==> src/rtl/sha3_scan_request_loader_if.sv <==
// i_sha3_scan_request_bus: start strobe plus block template and threshold for the SHA3 scanner
interface i_sha3_scan_request_bus;
    logic              start;
    logic [23:0][31:0] blockTemplate;
    logic [63:0]       threshold;
    modport producer (output start, blockTemplate, threshold);
    modport consumer (input start, blockTemplate, threshold);
endinterface

==> src/rtl/sha3_scan_request_loader.sv <==
// sha3_scan_request_loader: stages 26-word frames, commits atomically and dispatches scanner starts
module sha3_scan_request_loader #(
    parameter bit          AUTO_ADVANCE = 1'b1,
    parameter logic [31:0] NONCE_STRIDE = 32'h0001_0000,
    parameter int          COUNT_W      = 16
) (
    input  logic                    clk,
    input  logic                    rst,
    input  logic [31:0]             in_data,
    input  logic                    in_valid,
    input  logic                    in_last,
    output logic                    in_ready,
    input  logic                    scanner_busy,
    input  logic                    scanner_done,
    i_sha3_scan_request_bus.producer req,
    output logic                    frame_error,
    output logic                    nonce_wrapped,
    output logic [COUNT_W-1:0]      dispatch_count
);
    localparam logic [0:0] LOAD  = 1'b0;
    localparam logic [0:0] DRAIN = 1'b1;
    logic [0:0]  state;
    logic [4:0]  idx;
    logic [31:0] staging [25];
    logic        pending;
    logic [1:0]  guard;
    logic        accept, commit, dispatch, advance;
    logic [32:0] sum;
    always_comb begin
        accept   = in_valid && in_ready;
        commit   = accept && state == LOAD && idx == 5'd25 && in_last;
        dispatch = pending && !scanner_busy && guard == 2'd0;
        sum      = {1'b0, req.blockTemplate[20]} + {1'b0, NONCE_STRIDE};
        advance  = AUTO_ADVANCE && scanner_done && !commit;
    end
    always_ff @(posedge clk or posedge rst) begin
        if (rst) begin
            state             <= LOAD;
            idx               <= '0;
            for (int i = 0; i < 25; i++) staging[i] <= '0;
            pending           <= 1'b0;
            guard             <= '0;
            in_ready          <= 1'b0;
            frame_error       <= 1'b0;
            nonce_wrapped     <= 1'b0;
            dispatch_count    <= '0;
            req.start         <= 1'b0;
            req.blockTemplate <= '0;
            req.threshold     <= '0;
        end else begin
            in_ready      <= 1'b1;
            frame_error   <= 1'b0;
            nonce_wrapped <= advance && sum[32];
            req.start     <= dispatch;
            // guard hides the scanner's busy-rise latency after each start
            guard         <= dispatch ? 2'd2 : guard - {1'b0, guard != 2'd0};
            if (dispatch) begin
                pending        <= 1'b0;
                dispatch_count <= dispatch_count + COUNT_W'(1);
            end
            if (accept && state == DRAIN) begin
                if (in_last) state <= LOAD;
            end else if (accept) begin
                if (idx != 5'd25) staging[idx] <= in_data;
                idx         <= (in_last || idx == 5'd25) ? 5'd0 : idx + 5'd1;
                frame_error <= (idx == 5'd25) != in_last;
                if (idx == 5'd25 && !in_last) state <= DRAIN;
            end
            if (advance && !sum[32]) begin
                req.blockTemplate[20] <= sum[31:0];
                pending               <= 1'b1;
            end
            if (commit) begin
                for (int i = 0; i < 24; i++) req.blockTemplate[i] <= staging[i];
                req.threshold <= {in_data, staging[24]};
                pending       <= 1'b1;
            end
        end
    end
endmodule

==> src/flat_wrapper.sv <==
// flat-port wrapper written by rule: the top's interface ports become plain ports
module sha3_scan_request_loader_flat 
#(
    parameter bit          AUTO_ADVANCE = 1'b1,
    parameter logic [31:0] NONCE_STRIDE = 32'h0001_0000,
    parameter int          COUNT_W      = 16
)
  (clk, rst, in_data, in_valid, in_last, in_ready, scanner_busy, scanner_done, frame_error, nonce_wrapped, dispatch_count, req_start, req_blockTemplate, req_threshold);
  i_sha3_scan_request_bus req_i ();
  input  logic clk;
  input  logic rst;
  input  logic [31:0] in_data;
  input  logic in_valid;
  input  logic in_last;
  output logic in_ready;
  input  logic scanner_busy;
  input  logic scanner_done;
  output logic frame_error;
  output logic nonce_wrapped;
  output logic [COUNT_W-1:0] dispatch_count;
  output wire logic [$bits(req_i.start)-1:0] req_start;
  output wire logic [$bits(req_i.blockTemplate)-1:0] req_blockTemplate;
  output wire logic [$bits(req_i.threshold)-1:0] req_threshold;
  assign req_start = req_i.start;
  assign req_blockTemplate = req_i.blockTemplate;
  assign req_threshold = req_i.threshold;
  sha3_scan_request_loader #(.AUTO_ADVANCE(AUTO_ADVANCE), .NONCE_STRIDE(NONCE_STRIDE), .COUNT_W(COUNT_W)) u_core (.clk(clk), .rst(rst), .in_data(in_data), .in_valid(in_valid), .in_last(in_last), .in_ready(in_ready), .scanner_busy(scanner_busy), .scanner_done(scanner_done), .req(req_i), .frame_error(frame_error), .nonce_wrapped(nonce_wrapped), .dispatch_count(dispatch_count));
endmodule
==> config.mk <==
export PLATFORM = sky130hd
export DESIGN_NAME = sha3_scan_request_loader_flat
export DESIGN_NICKNAME = d
export VERILOG_FILES = /design/src/rtl/sha3_scan_request_loader_if.sv /design/src/rtl/sha3_scan_request_loader.sv /design/src/flat_wrapper.sv
export SDC_FILE = /design/constraint.sdc
export NUM_CORES = 2
export LEC_CHECK = 0
export ABC_AREA = 1
export BUFFER_PORTS_ARGS = -buffer_cell sky130_fd_sc_hd__buf_2
export CAP_MARGIN = 20
export CORE_AREA = 2 2 346 348
export CTS_BUF_LIST = sky130_fd_sc_hd__clkbuf_4 sky130_fd_sc_hd__clkbuf_8
export CTS_CLUSTER_SIZE = 20
export DETAILED_ROUTE_END_ITERATION = 7
export DIE_AREA = 0 0 348 350
export HOLD_SLACK_MARGIN = 0.08
export PLACE_DENSITY = 0.8
export RECOVER_POWER = 100
export SLEW_MARGIN = 25
export SYNTH_ARGS = -nofsm -noshare
export SYNTH_HDL_FRONTEND = slang
export SYNTH_SLANG_ARGS = --single-unit
==> constraint.sdc <==
create_clock -name clk -period 60.2 [get_ports clk]
set_input_delay 3.01 -clock clk [delete_from_list [all_inputs] [get_ports clk]]
set_output_delay 3.01 -clock clk [all_outputs]
set_load 0.005 [all_outputs]
### Word level (Yosys, flattened, before mapping)

Cells that the tools add are included.

* word-level logic and storage cells: 114
* output and inout port bits: 852
* bits of input ports: 38
* register bits: 1661

* $lt $le $gt $ge: 2
* reduce and logical (&&, ||, !) cells: 26
* add/sub/neg operators: 4
* eq/ne operators: 4
* bitwise operators: 3
* muxes and demuxes: 16

Operators with widths (count)
* $bwmux W800: 1
* $mux W672: 1
* $demux W32 S5: 1
* $mux W32: 2
* $add A32 B17 Y33 const B: 1
* $add A16 B1 Y16 const B: 1
* $logic_and A1 B1 Y1: 12
* $mux W1: 9
* $reduce_bool A2 Y1: 4
* $ge A6 B6 Y1 const B: 1
* $lt A6 B1 Y1 const B: 1
* $not A5 Y6: 1
* $reduce_and A3 Y1: 2
* $add A5 B1 Y5 const B: 1
* $eq A5 B5 Y1 const B: 1
* $mux W5: 1
* $ne A5 B5 Y1 const B: 1
* $logic_not A1 Y1: 4
* $reduce_bool A3 Y1: 1
* $logic_not A2 Y1: 1
* $mux W2: 1
* $ne A2 B2 Y1 const B: 1
* $not A1 Y1: 2
* $reduce_and A2 Y1: 1
* 3 further kinds: 3

### Depth between registers and ports, before layout

* depth in word-level cells: 9
* gate-level depth with buffers: 11
* depth with buffers taken out: 10

### Least setup slack after synthesis

OpenSTA, ideal clock, no wires.

* kind: input port to flip-flop
* start point: input in_valid
* end point: register u_core.staging[104] (netlist name)
* path buffers: 2
* data required time: 60074 ps
* setup time: 126 ps
* cell stages on the path: 10
* arrival time: 4212 ps
* path slack: 55863 ps
* path through: nand3_2 > inv_1 > nand2_4 > inv_4 > nand2_2 > or2_1 > buf_2 > buf_2 > nand2_1 > o21ai_1

* cells in the longest elaborated chain, start to end: 4

Ends and longest elaborated chain
* from (decl): line flat_wrapper.sv:13 `input logic in_valid;`
* $logic_and A1 B1 Y1 *: line sha3_scan_request_loader.sv:30 `accept = in_valid && in_ready;`
* $logic_and A1 B1 Y1: line sha3_scan_request_loader.sv:61 `if (accept && state == DRAIN) begin`
* $not A1 Y1 (no source line)
* $reduce_and A3 Y1 (no source line) *
* to (signal, indexed assignment): line sha3_scan_request_loader.sv:64 `if (idx != 5'd25) staging[idx] <= in_data;`
* to (decl): line sha3_scan_request_loader.sv:24 `logic [31:0] staging [25];`

Mark *: on every way between the ends. The rest lies on a longest branch, timed or not.
A chain may end at the register's enable or synchronous reset.

==> metrics <==
Ports 890; Setup-failing EPs final 0; Syn Inst Count 6486; Peak VDD IR 0.0000276 V; sequential share of power between 50% and 60%; Clk Tree Root Cell clkbuf_8; Pwr per Cell Area 36.6 nW/um2; Pint 1.93 mW; Worst-Skew Late Latency 1000 ps; Via density approximately 5.5; reg-to-reg slack, setup roughly 45000 ps; post-CTS sizing 0; hold depth 2; gr ovfl total 0; Syn-to-layout area delta 16.0%; Max-Cap Viols 59; CTS tree done; crit path time final 26060 ps; die height between 300 and 400 um; Crit. End Element asynchronous set/reset pin; final hold viol count 0; Mapped Avg Cell Area 9.50 um2; # port buffers just under 900; Crit path arrival time 26160 ps; switching part of the total power 26.2%; first-pass GRT wire length around 290000 um; cts hold-fix bufs 0; Setup Total Neg Slack 0 ps; worst reg-to-reg path cell count 11; startpoint class of the critical path primary input; Clock Path Buffers 4; FF-to-FF End u_core.req.blockTemplate[42]$_DFFE_PP0P_; CP Class in -> async; clock transition at the registers of the reported paths approximately 60 ps; Psw 0.686 mW; Clock Skews 73.5 ps; f_max 38.4 MHz; post-CTS setup buffers 0; commonest non-fill, non-tap cell in the layout nand2_1; 1st-iter DRT viols 5528; Residual DRC 0; die area between 100000 and 150000 um2; placed inst area 66900 um2; mapped cell area 61600 um2; core area 118000 um2; DRT Wirelength ~190000 um; share of async-settable or async-resettable flops after synthesis 100%; Setup WS post-layout 34140 ps; syn nets 6532; period utilization 43.3%; Top FF cell, synth dfrtp_1; hold crit path type reg -> reg; DRT Pass-1 Iters 7; clock power share approximately two fifths; Placement Setup Slack around 53000 ps; WL per Instance 21.3 um; Worst Hold Path EP u_core.req.blockTemplate[384]$_DFFE_PP0P_; Gate power share approximately a tenth; final core occ 60.7%; crit path max fanout between 150 and 200; Starting Density 52.3%; status finished with violations; sequential fraction of the synthesis area 67.5%; Yosys cell types 32; worst relative slew slack -494%; Critical Path RT 60300 ps; clock sinks 1661; largest net degree at the start of global routing about 230; Post-synth EDFFs 0; Fill cells 9789; antenna-violating nets left 0; max-slew violations 4817; synth warn 0; Die X about 350 um; fin nets about 7400; CTS H-tree lvls 5; Row Count around 130; initial antenna violation count 17; RSZ-0062 raised after global routing no; failing checks capacitance limit, slew limit; CTS buffer count 277; Design Area, Final 71500 um2; vias 49288; Leakage 37.5 nW; DP Wirelength 118000 um; layout cell share with drive strength beyond 1 between 10% and 20%; total routing usage reported by global routing 31.2%; FF-to-FF Start u_core.idx[1]$_DFFE_PP0P_; GPL Wtd Cong 0.875; most frequent cells in the layout 2857 x nand2_1, 1661 x dfrtp_1, 1076 x o21ai_0, 595 x clkbuf_1, 344 x buf_2; #FFs+latches synth 1661; vias in the first global route between 40000 and 50000; Hold Startpoint u_core.staging[384]$_DFFE_PP0P_; worst slew pin tran 8910 ps
-- Yosys cell counts (2+ instances only) --
cell type  number  share of area [%]
buf_1           2              0.012
buf_2         162                1.3
buf_6           4              0.073
clkbuf_1      236                1.4
dfrtp_1      1661                 67
ha_1            8               0.16
inv_1         311                1.9
inv_2           5              0.030
nand2_1      2858                 17
nand2_2         5              0.051
nand3_1        53               0.43
nand3_2         2              0.032
nand4_1         7              0.071
nor2_1         46               0.28
nor2_2          5              0.051
nor3_1         10              0.081
nor3_2          2              0.032
nor3_4          2              0.053
o21ai_0      1014                8.2
o21ai_1        64               0.52
or2_0           6              0.061
or2_1           2              0.020
xnor2_1         4              0.057
xor2_1          9               0.13
-- critical path: stages --
cell	delay, ps
buf_2	100
clkinvlp_2	1610
clkbuf_1	2670
clkbuf_1	6400
clkbuf_1	2600
clkbuf_1	5980
clkbuf_1	3260
-- worst max path at each step --
stage / end / start
detailed placement: u_core.req.blockTemplate[133]$_DFFE_PP0P_ / rst
CTS: u_core.staging[712]$_DFFE_PP0P_ / rst
finish: u_core.req.blockTemplate[97]$_DFFE_PP0P_ / rst
global route: u_core.staging[192]$_DFFE_PP0P_ / rst
floorplan: u_core.dispatch_count[0]$_DFFE_PP0P_ / rst
global placement: u_core.req.blockTemplate[133]$_DFFE_PP0P_ / rst
-- power by group through the flow --
stage | sequential [mW] | combinational, mW | clock (mW)
finish | 1.35 | 0.251 | 1.01
global route | 1.37 | 0.288 | 1.08
CTS | 1.35 | 0.260 | 1.02
detailed placement | 1.36 | 0.257 | 0
global placement | 1.36 | 0.242 | 0
floorplan | 1.36 | 0.157 | 0
-- per-stage QoR --
stage               cells  power, mW  hold slack (ps)
floorplan            6486       1.52              402
detailed placement   8573       1.62              415
global placement     8573       1.60              411
finish               9039       2.62              422
CTS                  9025       2.63              414
global route         9033       2.73              440
-- area by class of cell --
type,instances,area (um2),share of cell area (%)
Sequential cell,1661,41600,58.2
Multi-Input combinational cell,4102,17100,23.9
Clock buffer,424,5310,7.43
Timing Repair Buffer,961,4130,5.77
Tap cell,1536,1920,2.69
Inverter,318,1200,1.68
Clock inverter,28,263,0.368
Antenna cell,9,22.5,0.0315
-- metal layers --
metal,track usage [%],wire length [um],vias up
met5,0,13,-
met4,19.9,13700,2
met3,8.41,19100,568
met2,47.3,86600,2602
met1,40.2,72700,24238
li1,-,-,21878
-- cells by family (layout without fill, tap and decap cells) --
group	after synthesis	in the layout	synth area share (%)
AO/OA/AOI/OAI	1079	1079	8.77
XOR/XNOR	13	13	0.185
adder cells (fa/ha/maj)	8	8	0.162
buffers and inverters	723	1731	4.79
flip-flops	1661	1661	67.5
other	1	10	0.00609
AND/OR/NAND/NOR	3001	3001	18.6
-- registers in the layout, summed over array words and instances (netlist names) --
name / flops
u_core.idx: 5
u_core.dispatch_count: 16
u_core.pending: 1
u_core.state: 1
u_core.frame_error: 1
u_core.staging: 800
u_core.req.start: 1
u_core.guard: 2
u_core.req.blockTemplate: 768
u_core.nonce_wrapped: 1
u_core.in_ready: 1
u_core.req.threshold: 64
Note: power is estimated with default switching activity, not from simulation.
